$ cat config.mk
export PLATFORM = sky130hd
export DESIGN_NAME = branch_resolve_unit
export DESIGN_NICKNAME = d
export VERILOG_FILES = /design/src/rtl/branch_resolve_unit.sv
export SDC_FILE = /design/constraint.sdc
export NUM_CORES = 1
export LEC_CHECK = 0
export ABC_AREA = 1
export BUFFER_PORTS_ARGS = -buffer_cell sky130_fd_sc_hd__buf_4
export CORE_ASPECT_RATIO = 1.25
export CORE_MARGIN = 4
export CORE_UTILIZATION = 46
export DETAILED_ROUTE_END_ITERATION = 8
export PLACE_DENSITY_LB_ADDON = 0.05
export SLEW_MARGIN = 30
export SYNTH_ARGS = -nofsm -noshare
export SYNTH_HDL_FRONTEND = slang
export SYNTH_SLANG_ARGS = --single-unit
$ cat constraint.sdc
create_clock -name clk -period 1.8 [get_ports clk]
set_input_delay 0.27 -clock clk [delete_from_list [all_inputs] [get_ports clk]]
set_output_delay 0.27 -clock clk [all_outputs]
set_load 0.01 [all_outputs]
$ cat src/rtl/branch_resolve_unit.sv
// -----------------------------------------------------------------------------
// branch_resolve_unit
//
// Purpose:
//   Execute-stage branch resolution. Holds the architectural NZCV flag
//   register, evaluates the condition of the branch sitting in EX, computes
//   the branch target and, on a taken branch, issues a one-cycle PC redirect
//   followed by a bounded flush of the decode and EX input registers.
//
// Parameters:
//   WIDTH         PC / offset datapath width in bits.
//   FLUSH_CYCLES  number of cycles FlushD/FlushE stay high after a redirect
//                 (1..7). Branch and flag-write evaluation is suppressed for
//                 the same number of cycles.
//
// Optional build macro:
//   BRANCH_STATS_EN  adds BrCount / TakenCount saturating 16-bit counters.
//
// Ports:
//   clk          system clock, rising edge
//   rst          synchronous, active-low reset
//   StallE       EX stalled: all state and outputs hold
//   ValidE       EX holds a real (unsquashed) instruction
//   BranchInstE  instruction in EX is a branch
//   CondFlagE    branch condition code (AL,EQ,NE,LT,GT,LE,GE,NV)
//   FlagWriteE   instruction in EX writes NZCV
//   ALUFlagsE    {N,Z,C,V} produced by the ALU this cycle
//   PCE          address of the EX instruction
//   OffsetE      sign-extended branch offset in words
//   PCSrc        redirect fetch to PCTarget (registered pulse)
//   PCTarget     branch target (holds when not redirecting)
//   FlushD       squash the decode stage
//   FlushE       squash the EX input register
//   Flags        current NZCV register
//   dbg_state    FSM state for observation (0 = IDLE, 1 = FLUSH)
//   BrCount      (BRANCH_STATS_EN) evaluated branches, saturating
//   TakenCount   (BRANCH_STATS_EN) taken branches, saturating
// -----------------------------------------------------------------------------
module branch_resolve_unit #(
    parameter int WIDTH        = 32,
    parameter int FLUSH_CYCLES = 2
) (
    input  logic             clk,
    input  logic             rst,
    input  logic             StallE,
    input  logic             ValidE,
    input  logic             BranchInstE,
    input  logic [2:0]       CondFlagE,
    input  logic             FlagWriteE,
    input  logic [3:0]       ALUFlagsE,
    input  logic [WIDTH-1:0] PCE,
    input  logic [WIDTH-1:0] OffsetE,
    output logic             PCSrc,
    output logic [WIDTH-1:0] PCTarget,
    output logic             FlushD,
    output logic             FlushE,
    output logic [3:0]       Flags,
    output logic             dbg_state
`ifdef BRANCH_STATS_EN
    ,
    output logic [15:0]      BrCount,
    output logic [15:0]      TakenCount
`endif
);

    // Handshake: an EX instruction is consumed at a rising edge exactly when
    // ValidE=1 and StallE=0. StallE acts as the inverse of ready: while it is
    // high nothing in this block advances, and outputs already asserted stay
    // asserted. With ValidE=0 every other EX input is ignored.

    typedef enum logic {
        IDLE  = 1'b0,
        FLUSH = 1'b1
    } state_t;

    localparam logic [2:0] CNT_INIT = 3'(FLUSH_CYCLES - 1);

    state_t           state_q, state_d;
    logic [2:0]       cnt_q, cnt_d;
    logic             pcsrc_d;
    logic [WIDTH-1:0] target_d;
    logic             flushd_d;
    logic             flushe_d;
    logic [3:0]       flags_d;

    logic             flag_n, flag_z, flag_v;
    logic             cond_pass;
    logic             evaluate;
    logic             taken;
    logic [WIDTH-1:0] target;

    assign flag_n = Flags[3];
    assign flag_z = Flags[2];
    assign flag_v = Flags[0];

    // Carry is held architecturally but no branch condition here reads it.
    always_comb begin
        cond_pass = 1'b0;
        case (CondFlagE)
            3'b000:  cond_pass = 1'b1;                          // AL
            3'b001:  cond_pass = flag_z;                        // EQ
            3'b010:  cond_pass = !flag_z;                       // NE
            3'b011:  cond_pass = (flag_n != flag_v);            // LT
            3'b100:  cond_pass = !flag_z && (flag_n == flag_v); // GT
            3'b101:  cond_pass = flag_z || (flag_n != flag_v);  // LE
            3'b110:  cond_pass = (flag_n == flag_v);            // GE
            default: cond_pass = 1'b0;                          // NV
        endcase
    end

    // Word offset -> byte offset; wrap-around is intentionally silent.
    assign target   = PCE + (OffsetE << 2);

    // Only instructions consumed while IDLE are on the correct path.
    assign evaluate = BranchInstE && ValidE && !StallE && (state_q == IDLE);
    assign taken    = evaluate && cond_pass;

    always_comb begin
        state_d  = state_q;
        cnt_d    = cnt_q;
        pcsrc_d  = PCSrc;
        target_d = PCTarget;
        flushd_d = FlushD;
        flushe_d = FlushE;
        flags_d  = Flags;

        case (state_q)
            IDLE: begin
                pcsrc_d  = 1'b0;
                flushd_d = 1'b0;
                flushe_d = 1'b0;
                if (FlagWriteE && ValidE) begin
                    flags_d = ALUFlagsE;
                end
                if (taken) begin
                    pcsrc_d  = 1'b1;
                    target_d = target;
                    flushd_d = 1'b1;
                    flushe_d = 1'b1;
                    cnt_d    = CNT_INIT;
                    state_d  = FLUSH;
                end
            end
            FLUSH: begin
                // The redirect cycle already counted as the first flush
                // cycle; the counter covers the remaining ones.
                pcsrc_d = 1'b0;
                if (cnt_q != 3'd0) begin
                    flushd_d = 1'b1;
                    flushe_d = 1'b1;
                    cnt_d    = cnt_q - 3'd1;
                end else begin
                    flushd_d = 1'b0;
                    flushe_d = 1'b0;
                    state_d  = IDLE;
                end
            end
            default: begin
                pcsrc_d  = 1'b0;
                flushd_d = 1'b0;
                flushe_d = 1'b0;
                state_d  = IDLE;
            end
        endcase
    end

    always_ff @(posedge clk) begin
        if (!rst) begin
            state_q  <= IDLE;
            cnt_q    <= 3'd0;
            PCSrc    <= 1'b0;
            PCTarget <= '0;
            FlushD   <= 1'b0;
            FlushE   <= 1'b0;
            Flags    <= 4'b0000;
        end else if (!StallE) begin
            state_q  <= state_d;
            cnt_q    <= cnt_d;
            PCSrc    <= pcsrc_d;
            PCTarget <= target_d;
            FlushD   <= flushd_d;
            FlushE   <= flushe_d;
            Flags    <= flags_d;
        end
    end

    assign dbg_state = (state_q == FLUSH);

`ifdef BRANCH_STATS_EN
    always_ff @(posedge clk) begin
        if (!rst) begin
            BrCount    <= 16'h0000;
            TakenCount <= 16'h0000;
        end else begin
            if (evaluate && (BrCount != 16'hFFFF)) begin
                BrCount <= BrCount + 16'd1;
            end
            if (taken && (TakenCount != 16'hFFFF)) begin
                TakenCount <= TakenCount + 16'd1;
            end
        end
    end
`endif

endmodule
==> impl_metrics.py <==
metrics = {
    "finish": {
        "final_util_pct": 63.7,
        "syn2layout_area_growth_pct": 35.4,
        "fin_cells": 928,
        "mostFrequentLayoutCells": "nand2_1 (225), buf_4 (156), inv_1 (126)",
        "final_nets": 939,
        "antennaDiodeCount": 0,
        "layout_commonest_cell": "nand2_1",
        "drive_gt1_share_pct": 21.4,
    },
    "power": {
        "power_per_cell_area_nw_per_um2": 556,
        "cellLeakagePower_uw": 0.00310,
        "ir_drop_mv": 0.441,
    },
    "die": {
        "start_util_pct": 47.1,
        "row_count": 37,
        "dieArea_sq_um": 9920,
        "io-pin-count": 117,
        "fp.dieW_um": 89.9,
        "dieHeight_um": 110,
        "core_area_sq_um": 8190,
    },
    "timing": {
        "setup-violations-final": 0,
        "hold_viol": 0,
        "worst-slew-pin-transition_ns": 0.325,
        "fmax_mhz": 597,
        "period_needed_ns": 1.68,
        "post-route-period-util_pct": 93.1,
        "rsz0062_at_grt": "no",
        "whs_ns": 0.223,
        "slew_viol_final": 0,
        "skew_ns": 0.0122,
        "timing.max_slew.rel_slack_pct": 78.3,
    },
    "global_routing": {
        "overflow": 0,
        "antenna_found_initial": 0,
        "grt_pass1_wl_um": 18500,
        "grt_pass1_vias": 4240,
        "track_usage_pct": 22.9,
        "grt_max_degree": 26,
    },
    "setup_path": {
        "cp_slowest_cell": "fa_1",
        "required_ns": 1.99,
        "critical_path_arrival_ns": 1.86,
        "crit_type": "input port to flip-flop",
        "path_buf_inv": 3,
        "cp_max_fo": 4,
        "ff2ff_setup_slack_ns": 0.21,
        "crit_top_cell": "nand3_1",
        "max_stage_delay_ns": 0.37,
        "crit_chain": "buf_4, ha_1, inv_1, fa_1, inv_1, nand3_1, nand3_1, nand3_1, nand3_1, nand2_1, nand3_1, nand2_1, nor2_1, nor2_1",
        "reg2reg_depth": 10,
        "worst_r2r_endpoint": "PCTarget[31]$_SDFFE_PN0P_",
        "r2r_start": "Flags[3]$_SDFFE_PN0P_",
        "end_kind": "flip-flop",
        "start_kind": "input port",
        "critical-path-top-delay-family": "simple AND/OR/NAND/NOR gates",
    },
    "synth": {
        "async_flop_share_pct": 0,
        "synth.cell_area_sq_um": 3860,
        "syn_inst": 677,
        "synth_edf_count": 0,
        "ys_seq_area_share_pct": 21.3,
        "avgSynthCellArea_sq_um": 5.70,
        "synth_nets": 786,
        "ys_types": 27,
        "synth_warnings": 0,
        "synthFlopType": "dfxtp_1",
        "synth-seq-cells": 41,
    },
    "placement": {
        "dp_cells": 920,
        "place_congestion": 0.953,
        "io_buffer_count": 114,
        "dp_hpwl_um": 9740,
    },
    "clock_network": {
        "cts-buffers-inserted": 5,
        "clockBufferDepth": 2,
        "htree_levels": 2,
        "cts_resized": 0,
        "clockRootBuffer": "clkbuf_8",
        "post_cts.repair.setup_buffers": 0,
        "clk_latency_ns": 0.29,
        "cts_tree": "done",
        "clk_pin_slew_ns": 0.08,
        "cts_hold_buf": 0,
        "cts.sinks": 41,
    },
    "routing": {
        "drtIter0Drc": 125,
        "drc": 0,
        "first_pass_iters": 5,
        "dr_total_vias": 4505,
        "wl_per_cell_um": 12.2,
        "vias_per_cell": 4.85,
        "wl_um": 11400,
        "antenna_left": 0,
    },
    "min_path": {
        "hp-start": "PCE[1]",
        "min_path_cells": 3,
        "hold_class": "input port to flip-flop",
        "min_to": "PCTarget[1]$_SDFFE_PN0P_",
    },
    "run": {
        "drv_cap": 0,
    },
    "status": {
        "status": "finished, final reports clean",
    },
}
==> cell type report <==
type | instances | area, sq um
clock buffers | 6 | 82.6
fillers | 807 | 2970
flip-flops and latches | 41 | 821
clock inverters | 2 | 37.5
repair buffers | 158 | 1210
well taps | 97 | 121
inverters | 127 | 479
multi-input cells | 497 | 2470
==> state kept, by name, indices dropped and copies added, names as in the netlist <==
signal / flops
PCSrc: 1
dbg_state: 1
cnt_q: 3
Flags: 4
PCTarget: 32
==> through the flow <==
stage | total power [uW] | setup WS (ns) | instance area [sq um] | TNS, ns
2_1_floorplan | 1650 | 0.0301 | 3860 | 0
3_3_place_gp | 2130 | -0.153 | 5100 | -1.63
3_5_place_dp | 2150 | -0.186 | 5100 | -2.25
4_1_cts | 2930 | 0.125 | 5220 | 0
5_1_grt | 3110 | 0.00333 | 5220 | 0
6_report | 2900 | 0.124 | 5220 | 0
==> kinds of logic after synthesis <==
| group | share of synthesized area [%] |
|---|---|
| buffers and inverters | 14.8 |
| AO/OA/AOI/OAI | 9.34 |
| AND/OR/NAND/NOR | 40.4 |
| XOR/XNOR | 3.63 |
| flip-flops | 21.3 |
| adder cells (fa/ha/maj) | 10.6 |
==> cell usage after synthesis, types with 2 or more instances <==
cell type  count  area, sq um
buf_8          2         30.0
buf_4          4         30.0
nand3_2        7         70.1
a21oi_1       39          195
nor2_1        96          360
nand3_1       43          215
inv_1        126          473
nand2_1      225          845
o21bai_1       5         37.5
xor2_1         6         52.6
nand4_1        4         25.0
clkbuf_1       3         11.3
o21ai_0       23          115
ha_1          31          388
xnor2_1       10         87.6
nand2_2        2         12.5
dfxtp_1       41          821
==> power by group <==
part           leakage (uW)  switching, uW  internal (uW)
sequential         0.000333           21.7            945
clock             0.0000574            319            451
combinational       0.00271            631            533
total               0.00310            972           1930
==> worst register-to-register path: stages (launching register included) <==
cell     delay [ns]
dfxtp_1        0.37
xor2_1         0.19
nand2_1        0.09
nand2_2        0.08
nand3_4        0.09
inv_4          0.26
buf_12         0.19
nor2_1         0.05
nor2_1         0.10
nand2_1        0.06
inv_1          0.05
==> worst max path at each step <==
stage | to | cells after the start | start | slack [ns]
5_1_grt | PCTarget[19]$_SDFFE_PN0P_ | 14 | PCE[9] | 0.003
3_5_place_dp | PCTarget[30]$_SDFFE_PN0P_ | 14 | PCE[2] | -0.19
4_1_cts | PCTarget[30]$_SDFFE_PN0P_ | 14 | PCE[2] | 0.12
6_report | PCTarget[30]$_SDFFE_PN0P_ | 14 | PCE[2] | 0.12
3_3_place_gp | PCTarget[30]$_SDFFE_PN0P_ | 14 | PCE[2] | -0.15
2_1_floorplan | PCTarget[30]$_SDFFE_PN0P_ | 13 | PCE[2] | 0.03
==> per-layer routing <==
metal	track usage (%)	vias to the layer above	wire, um	share of wire (%)
li1	-	2382	-	-
met1	23.0	1945	4330	38
met2	44.4	140	5710	50
met3	4.28	38	630	5.5
met4	13.3	0	684	6.0
met5	0	-	0	0
Power figures use the tool's default switching activity.
